==> src/rtl/r_mem_reader_pkg.sv <==
// Shared types and helpers for the r_mem streaming reader.
package r_mem_reader_pkg;

  // r_mem has an address register plus an output register in front of q.
  localparam int READ_LATENCY = 2;

  typedef enum logic [1:0] {
    S_IDLE  = 2'd0,
    S_FETCH = 2'd1,
    S_DRAIN = 2'd2,
    S_DONE  = 2'd3
  } reader_state_e;

  // A new read may only be issued while every word already promised to the
  // output buffer (still in the memory pipeline or already stored) leaves a
  // free slot for it.
  function automatic logic hasCredit(input int inFlight, input int occupancy,
                                     input int depth);
    return (inFlight + occupancy) < depth;
  endfunction

endpackage

==> src/rtl/r_mem_reader_sync_fifo.sv <==
// Synchronous first-word-fall-through FIFO used as the reader's output buffer.
module sync_fifo
  import r_mem_reader_pkg::*;
#(
  parameter int WIDTH = 8,
  parameter int DEPTH = 4
) (
  input  logic                       clk_i,
  input  logic                       rst_i,
  input  logic                       push_i,
  input  logic [WIDTH-1:0]           data_i,
  input  logic                       pop_i,
  output logic [WIDTH-1:0]           data_o,
  output logic                       empty_o,
  output logic                       full_o,
  output logic [$clog2(DEPTH):0]     count_o
);

  localparam int PW = $clog2(DEPTH);
  localparam int CW = PW + 1;

  logic [WIDTH-1:0] store_q [DEPTH];
  logic [PW-1:0]    wrPtr_q;
  logic [PW-1:0]    rdPtr_q;
  logic [CW-1:0]    count_q;
  logic             doPush;
  logic             doPop;

  assign empty_o = (count_q == '0);
  assign full_o  = (count_q == CW'(DEPTH));
  assign count_o = count_q;
  assign data_o  = store_q[rdPtr_q];

  // A push into a full buffer is only legal when the head leaves in the same cycle.
  assign doPop  = pop_i && !empty_o;
  assign doPush = push_i && (!full_o || doPop);

  // Storage array; contents are don't-care until counted as valid.
  always_ff @(posedge clk_i) begin
    if (doPush) begin
      store_q[wrPtr_q] <= data_i;
    end
  end

  // Pointer and occupancy bookkeeping; push and pop together keep the count.
  always_ff @(posedge clk_i) begin
    if (rst_i) begin
      wrPtr_q <= '0;
      rdPtr_q <= '0;
      count_q <= '0;
    end else begin
      if (doPush) begin
        wrPtr_q <= wrPtr_q + PW'(1);
      end
      if (doPop) begin
        rdPtr_q <= rdPtr_q + PW'(1);
      end
      case ({doPush, doPop})
        2'b10:   count_q <= count_q + CW'(1);
        2'b01:   count_q <= count_q - CW'(1);
        default: count_q <= count_q;
      endcase
    end
  end

endmodule

==> src/rtl/r_mem_reader.sv <==
// Streams every word of r_mem, address 0 upward, onto a valid/ready output.
// Reads are tracked through the two-cycle memory pipeline by a valid/last tag
// shift register and land in a small FIFO; issue is throttled by credit so the
// FIFO can never overflow whatever the consumer does.
`ifndef DATA_WIDTH
`define DATA_WIDTH 16
`endif
`ifndef ADDR_WIDTH
`define ADDR_WIDTH 4
`endif
`ifndef TOTAL_ADDR
`define TOTAL_ADDR 16
`endif

module r_mem_reader
  import r_mem_reader_pkg::*;
#(
  parameter int DATA_WIDTH = `DATA_WIDTH,
  parameter int ADDR_WIDTH = `ADDR_WIDTH,
  parameter int TOTAL_ADDR = `TOTAL_ADDR,
  parameter int FIFO_DEPTH = 4
) (
  input  logic                  clock,
  input  logic                  reset,
  input  logic                  start,
  output logic [ADDR_WIDTH-1:0] mem_address,
  input  logic [DATA_WIDTH-1:0] mem_q,
  output logic [DATA_WIDTH-1:0] out_data,
  output logic                  out_valid,
  input  logic                  out_ready,
  output logic                  out_last,
  output logic                  busy,
  output logic                  done
);

  localparam int CW = $clog2(FIFO_DEPTH) + 1;
  localparam logic [ADDR_WIDTH-1:0] LAST_ADDR = ADDR_WIDTH'(TOTAL_ADDR - 1);

  reader_state_e         state_q;
  logic [ADDR_WIDTH-1:0] addr_q;
  logic                  busy_q;
  logic                  done_q;
  logic                  tag1Valid_q;
  logic                  tag1Last_q;
  logic                  tag2Valid_q;
  logic                  tag2Last_q;

  logic [1:0]            inFlight;
  logic [CW-1:0]         fifoCount;
  logic                  fifoEmpty;
  logic                  fifoFull;
  logic [DATA_WIDTH:0]   fifoHead;
  logic                  fifoPush;
  logic                  fifoPop;
  logic                  creditOk;
  logic                  isLast;
  logic                  issueNow;

  assign inFlight = {1'b0, tag1Valid_q} + {1'b0, tag2Valid_q};
  assign creditOk = hasCredit(int'(inFlight), int'(fifoCount), FIFO_DEPTH);
  assign isLast   = (addr_q == LAST_ADDR);

  // The address already on mem_address is the one being issued this cycle,
  // so a start in IDLE issues address 0 immediately.
  assign issueNow = ((state_q == S_IDLE) && start) ||
                    ((state_q == S_FETCH) && creditOk);

  assign fifoPop  = out_valid && out_ready;
  assign fifoPush = tag2Valid_q && (!fifoFull || fifoPop);

  assign mem_address = addr_q;
  assign out_valid   = !fifoEmpty;
  assign out_data    = fifoHead[DATA_WIDTH-1:0];
  assign out_last    = fifoHead[DATA_WIDTH];
  assign busy        = busy_q;
  assign done        = done_q;

  // Run control, address issue and read tagging in one registered FSM.
  always_ff @(posedge clock) begin
    if (reset) begin
      state_q     <= S_IDLE;
      addr_q      <= '0;
      busy_q      <= 1'b0;
      done_q      <= 1'b0;
      tag1Valid_q <= 1'b0;
      tag1Last_q  <= 1'b0;
      tag2Valid_q <= 1'b0;
      tag2Last_q  <= 1'b0;
    end else begin
      done_q      <= 1'b0;
      tag2Valid_q <= tag1Valid_q;
      tag2Last_q  <= tag1Last_q;
      tag1Valid_q <= issueNow;
      tag1Last_q  <= issueNow && isLast;
      if (issueNow && !isLast) begin
        addr_q <= addr_q + ADDR_WIDTH'(1);
      end
      case (state_q)
        S_IDLE: begin
          if (start) begin
            busy_q  <= 1'b1;
            state_q <= isLast ? S_DRAIN : S_FETCH;
          end
        end
        S_FETCH: begin
          if (issueNow && isLast) begin
            state_q <= S_DRAIN;
          end
        end
        S_DRAIN: begin
          if (fifoEmpty && !tag1Valid_q && !tag2Valid_q) begin
            state_q <= S_DONE;
            busy_q  <= 1'b0;
            done_q  <= 1'b1;
          end
        end
        S_DONE: begin
          state_q <= S_IDLE;
          addr_q  <= '0;
        end
        default: state_q <= S_IDLE;
      endcase
    end
  end

  sync_fifo #(
    .WIDTH (DATA_WIDTH + 1),
    .DEPTH (FIFO_DEPTH)
  ) u_fifo (
    .clk_i   (clock),
    .rst_i   (reset),
    .push_i  (fifoPush),
    .data_i  ({tag2Last_q, mem_q}),
    .pop_i   (fifoPop),
    .data_o  (fifoHead),
    .empty_o (fifoEmpty),
    .full_o  (fifoFull),
    .count_o (fifoCount)
  );

endmodule

==> config.mk <==
export PLATFORM = sky130hd
export DESIGN_NAME = r_mem_reader
export DESIGN_NICKNAME = d
export VERILOG_FILES = /design/src/rtl/r_mem_reader_pkg.sv /design/src/rtl/r_mem_reader_sync_fifo.sv /design/src/rtl/r_mem_reader.sv
export SDC_FILE = /design/constraint.sdc
export NUM_CORES = 1
export LEC_CHECK = 0
export CORE_MARGIN = 3
export CORE_UTILIZATION = 35
export DETAILED_ROUTE_END_ITERATION = 8
export PLACE_DENSITY = 0.59
export SLEW_MARGIN = 5
export SYNTH_ARGS = -nofsm -noshare
export SYNTH_HDL_FRONTEND = slang
export SYNTH_HIERARCHICAL = 1
export SYNTH_SLANG_ARGS = --single-unit
export TNS_END_PERCENT = 10
==> constraint.sdc <==
create_clock -name clock -period 7.78 [get_ports clock]
set_clock_uncertainty 0.2 [all_clocks]
set_input_delay 1.556 -clock clock [delete_from_list [all_inputs] [get_ports clock]]
set_output_delay 1.556 -clock clock [all_outputs]
set_load 0.005 [all_outputs]
-- Yosys cells after proc, flatten, opt, wreduce, memory -nomap -nowiden
Memories as Yosys holds them, arrays and structs flattened. A register that Yosys moved wholly into a read port is not among the register bits.
Index checks and enable logic that the tools add are counted.
- bits in registers: 19
- memory bits (writable): 68
- bits of input ports: 20
- output and inout bits: 24
- word-level logic and storage cells: 71
- memories: 1
- $add $sub $neg: 7
- order comparisons: 1
- equality and inequality tests: 10
- multiplexer cells: 14
- bitwise operators: 1
- reductions and logical operators: 26
- memories (name ; depth ; bits a word ; rd ports ; clocked after memory_dff ; write ports ; line ; source):
    u_fifo.store_q ; 4 ; 17 ; 1 ; 1 ; 1 ; r_mem_reader_sync_fifo.sv:22 ; logic [WIDTH-1:0] store_q [DEPTH];
- operator list (cell ; count):
    2-bit 2-to-1 mux ; 6
    1-bit logical AND ; 10
    2-bit one-hot mux with 4 select lines ; 1
    2-bit == test (second input constant) ; 3
    3-bit one-hot mux with 2 select lines ; 1
    3-bit AND reduction ; 2
    1-bit logical NOT ; 5
    1-bit 2-to-1 mux ; 5
    2-bit by 1-bit adder with 2-bit output (second input constant) ; 2
    2-bit by 3-bit adder with 4-bit output ; 1
    4-bit by 1-bit adder with 4-bit output (second input constant) ; 1
    2-bit by 1-bit == test with 1-bit output (second input constant) ; 2
    4-bit == test (second input constant) ; 1
    4-bit by 3-bit < comparator with 1-bit output (second input constant) ; 1
    2-bit inequality test (second input constant) ; 2
    2-bit nonzero test ; 2
    2-bit OR reduction ; 2
    3-bit by 1-bit adder with 3-bit output (second input constant) ; 1
    3-bit == test (second input constant) ; 1
    3-bit logical NOT ; 1
    1-bit logical OR ; 3
    3-bit by 1-bit subtractor with 3-bit output (second input constant) ; 1
    1-bit by 1-bit adder with 2-bit output ; 1
    2-bit logical NOT ; 1
    other kinds (3) ; 3

-- Depth between registers and ports, before layout
- word-level depth: 8
- depth in mapped cells: 10
- depth with buffers taken out: 9

-- Modules after synthesis
The synthesis kept the hierarchy.
- by module, submodules not included (module ; times used ; cells an instance ; area an instance (sq um)):
    sync_fifo ; 1 ; 148 ; 2987.9
    r_mem_reader ; 1 ; 72 ; 670.6

-- Worst setup path after synthesis
OpenSTA, ideal clock, no wires.
- kind: input-to-reg
- from: input port out_ready
- to: register u_fifo.count_q[2], in the netlist u_fifo/count_o[2]
- library setup time: 123 ps
- arrival: 3307 ps
- slack: 4150 ps
- stages on the path: 7
- buffers on the path: 0
- cell sequence: nor2b_1 > o31a_1 > nand2b_1 > fa_1 > nand2b_1 > o31ai_2 > mux2_1
- word-level cells in the longest chain between the ends: 6
- elaborated cells between the ends (all ways): 10
- RTL lines (what ; line ; source):
    from (decl) ; r_mem_reader.sv:30 ; input logic out_ready,
    1-bit logical AND (*) ; r_mem_reader.sv:68 ; assign fifoPop = out_valid && out_ready;
    1-bit logical OR / 1-bit logical AND (equally long branches) ; r_mem_reader.sv:69, r_mem_reader_sync_fifo.sv:35 ;
    1-bit logical AND / 1-bit logical OR (equally long branches) ; r_mem_reader.sv:69, r_mem_reader_sync_fifo.sv:36 ;
    1-bit logical AND ; r_mem_reader_sync_fifo.sv:36 ; assign doPush = push_i && (!full_o || doPop);
    2-bit by 1-bit == test with 1-bit output / 2-bit == test (equally long branches) ; r_mem_reader_sync_fifo.sv:58 ; case ({doPush, doPop})
    3-bit one-hot mux with 2 select lines / 2-bit nonzero test (equally long branches) ; - ;
    to (signal assigned) ; r_mem_reader_sync_fifo.sv:59 ; 2'b10: count_q <= count_q + CW'(1);
    to (signal assigned) ; r_mem_reader_sync_fifo.sv:60 ; 2'b01: count_q <= count_q - CW'(1);
    to (signal assigned) ; r_mem_reader_sync_fifo.sv:61 ; default: count_q <= count_q;
    to (decl) ; r_mem_reader_sync_fifo.sv:25 ; logic [CW-1:0] count_q;
Every way passes the cells marked *; elsewhere a longest branch is shown, timed or not.
A chain may end at the register's enable or synchronous reset.

-- Worst setup path after layout
- from: input port out_ready
- to: memory u_fifo/store_q[3][0] (netlist name) (enable)
- word-level cells in the longest chain between the ends: 6
- elaborated cells between the ends (all ways): 8
- RTL lines (what ; line ; source):
    1-bit logical AND ; r_mem_reader.sv:68 ;
    net fifoPop ; r_mem_reader.sv:54 ; logic fifoPop;
    1-bit logical OR ; r_mem_reader.sv:69 ; assign fifoPush = tag2Valid_q && (!fifoFull || fifoPop);
    1-bit logical AND ; r_mem_reader.sv:69 ;
    net fifoPush ; r_mem_reader.sv:53 ; logic fifoPush;
    1-bit logical AND ; r_mem_reader_sync_fifo.sv:36 ;
    1-bit 2-to-1 mux ; r_mem_reader_sync_fifo.sv:40 ; if (doPush) begin
    1-bit 2-to-1 mux (implied by the code) ; r_mem_reader_sync_fifo.sv:41 ; store_q[wrPtr_q] <= data_i;
    to (decl) ; r_mem_reader_sync_fifo.sv:22 ;
The timed path passes the listed nets, and every way through them passes these cells.

==> flow_metrics.env <==
export IMPL_die_y_um=108
export IMPL_num_antenna_cells=0
export IMPL_timing_hold_ws_ps=253
export IMPL_clock_root_buffer="clkbuf_8"
export IMPL_wl_um=5930
export IMPL_cts_resized_gates=0
export IMPL_clock_latency_ps=350
export IMPL_nets=298
export IMPL_syn_area_um2=3660
export IMPL_power_static_leakage_uw=0.00148
export IMPL_numPortBuffers=43
export IMPL_slew_viol_final=0
export IMPL_final_setup_tns_ps=0
export IMPL_worstSetupEndpointType="register"
export IMPL_core_area_um2=9950
export IMPL_route_detailed_drc=0
export IMPL_setup_viol=0
export IMPL_overflow=0
export IMPL_fp_dieW_um=108
export IMPL_synth_warnings=6
export IMPL_dr_pass1_iters=4
export IMPL_critPathBufInv=1
export IMPL_setup_ws_ps=3750
export IMPL_crit_arrival_ps=3810
export IMPL_initial_utilization_pct=36.8
export IMPL_rows=36
export IMPL_clock_path_buffers=2
export IMPL_hold_class="reg2reg"
export IMPL_max_cap_violations=0
export IMPL_min_period_ps=4030
export IMPL_max_stage_delay_ps=750
export IMPL_synthArstFlopShare_pct=0
export IMPL_worstPathCellList="clkdlybuf4s50_1, nor2b_1, o21a_1, nor2b_2, and2_1"
export IMPL_status="finished, final reports clean"
export IMPL_critPathLaunchType="input pin"
export IMPL_area_growth_pct=20.6
export IMPL_yosysSeqAreaShare_pct=67.3
export IMPL_clk_pin_slew_ps=100
export IMPL_gp_congestion=0.733
export IMPL_antenna_left=0
export IMPL_period_share_pct=51.8
export IMPL_rsz0062_at_grt="false"
export IMPL_netlist_instances=220
export IMPL_holdBufCountCts=0
export IMPL_grt_pass1_wl_um=9760
export IMPL_cts_sinks=89
export IMPL_synth_edff_count=68
export IMPL_cts_buffers_inserted=9
export IMPL_antenna_found_initial=0
export IMPL_vias=1904
export IMPL_crit_fanout=17
export IMPL_h_tree_depth=3
export IMPL_grt_max_degree=21
export IMPL_crit_type="in2reg"
export IMPL_finalHoldViolCount=0
export IMPL_cts_setup_buffers=0
export IMPL_viasPerCell=4.71
export IMPL_drive_gt1_share_pct=16.2
export IMPL_syn_nets=252
export IMPL_max_freq_mhz=248
export IMPL_grt_total_usage_pct=11.0
export IMPL_syn_area_per_cell_um2=16.6
export IMPL_powerDensity_nw_per_um2=227
export IMPL_cts_tree="built"
export IMPL_worst_pin_slew_ps=878
export IMPL_synth_seq_cells=89
export IMPL_die_area_um2=11700
export IMPL_slew_headroom_pct=41.4
export IMPL_ys_flop_type="edfxtp_1"
export IMPL_ios=44
export IMPL_avgRoutedWirePerCell_um=14.7
export IMPL_pre_cts_slack_ps=3310
export IMPL_required_ps=7560
export IMPL_hpwl_um=3840
export IMPL_ir_drop_v=0.000110
export IMPL_dr_first_iter_drc_count=106
export IMPL_synth_cell_type_count=51
export IMPL_crit_slowest_cell="and2_1"
export IMPL_cp_top_family="simple AND/OR/NAND/NOR gates"
export IMPL_grt_pass1_vias=1971
-- layer usage --
| layer | wire length (um) | vias to the layer above | GRT usage (%) | part of all wire [%] |
|---|---|---|---|---|
| met4 | 84 | 0 | 3.79 | 1.4 |
| li1 | - | 934 | - | - |
| met3 | 330 | 10 | 3.64 | 5.6 |
| met2 | 2920 | 41 | 18.5 | 49 |
| met5 | 0 | - | 0 | 0 |
| met1 | 2590 | 919 | 13.2 | 44 |
-- state kept, by name, summed over array words and instances, names as in the netlist, named ones only --
name and cells:
tag2Last_q 1, u_fifo/wrPtr_q 2, tag1Valid_q 1, busy 1, state_q 2, done 1, u_fifo/count_o 3, tag2Valid_q 1
mem_address 4, tag1Last_q 1, u_fifo/rdPtr_q 2, u_fifo/store_q 68
-- cell type report --
class | instances | area [um2]
Fill cell | 886 | 5540
Sequential cell | 89 | 2460
Multi-Input combinational cell | 111 | 1110
Timing Repair Buffer | 44 | 438
Tap cell | 133 | 166
Clock buffer | 9 | 124
Clock inverter | 7 | 72.6
Inverter | 11 | 41.3
-- worst paths after layout --
kind / start / cells past startpoint / to / slack (ps)
max: out_ready / 5 / u_fifo/store_q[3][0]$_DFFE_PP_ / 3750
min: tag1Last_q$_SDFF_PP0_ / 1 / tag2Last_q$_SDFF_PP0_ / 250
max reg2reg: u_fifo/count_o[0]$_SDFFE_PP0P_ / 5 / u_fifo/store_q[3][0]$_DFFE_PP_ / 4730
min reg2reg: tag1Last_q$_SDFF_PP0_ / 1 / tag2Last_q$_SDFF_PP0_ / 250
-- power breakdown --
group | internal [uW] | switching, uW
sequential | 536 | 14.4
clock | 125 | 177
combinational | 80.1 | 67.7
total | 742 | 259
-- per-stage QoR --
step	utilization (%)	total power, uW	cell area, um2	std cells
finish	44.3	1000	4410	404
CTS	44.3	1010	4410	404
floorplan	-	650	3660	220
detailed placement	42.3	710	4210	388
global placement	42.3	709	4210	388
global route	44.3	1060	4410	404
-- cell families (layout without fill, tap and decap cells) --
| family | Yosys count | count (layout) | synth area share [%] |
|---|---|---|---|
| multiplexers | 22 | 22 | 12.0 |
| AO/OA/AOI/OAI | 24 | 24 | 5.13 |
| buffers and inverters | 20 | 71 | 2.46 |
| adder cells (fa/ha/maj) | 12 | 12 | 4.31 |
| AND/OR/NAND/NOR | 48 | 48 | 7.59 |
| XOR/XNOR | 5 | 5 | 1.20 |
| flip-flops | 89 | 89 | 67.3 |
-- cell usage after synthesis, types with 3 or more instances --
cell	instances	area share, %
inv_1	11	1.1
mux2i_1	3	0.82
nand2b_1	5	0.85
edfxtp_1	68	56
xor2_1	3	0.72
and2_1	4	0.68
dfxtp_1	21	11
nor3_1	5	0.68
nor2b_1	4	0.68
nor2_1	11	1.1
mux4_2	17	10
nand3_1	6	0.82
ha_1	11	3.8
a21oi_1	6	0.82
-- cells in the final DEF, fill, tap and decap left out, types with 3 or more instances in the layout --
master           Yosys  final
a21oi_1              6      6
and2_1               4      4
clkbuf_8             0      9
clkdlybuf4s50_1      0     43
dfxtp_1             21     21
edfxtp_1            68     68
ha_1                11     11
inv_1               11     11
mux2i_1              3      3
mux4_2              17     17
nand2b_1             5      5
nand3_1              6      6
nor2_1              11     11
nor2b_1              4      4
nor3_1               5      5
xor2_1               3      3
Note: power is estimated with default switching activity, not from simulation.
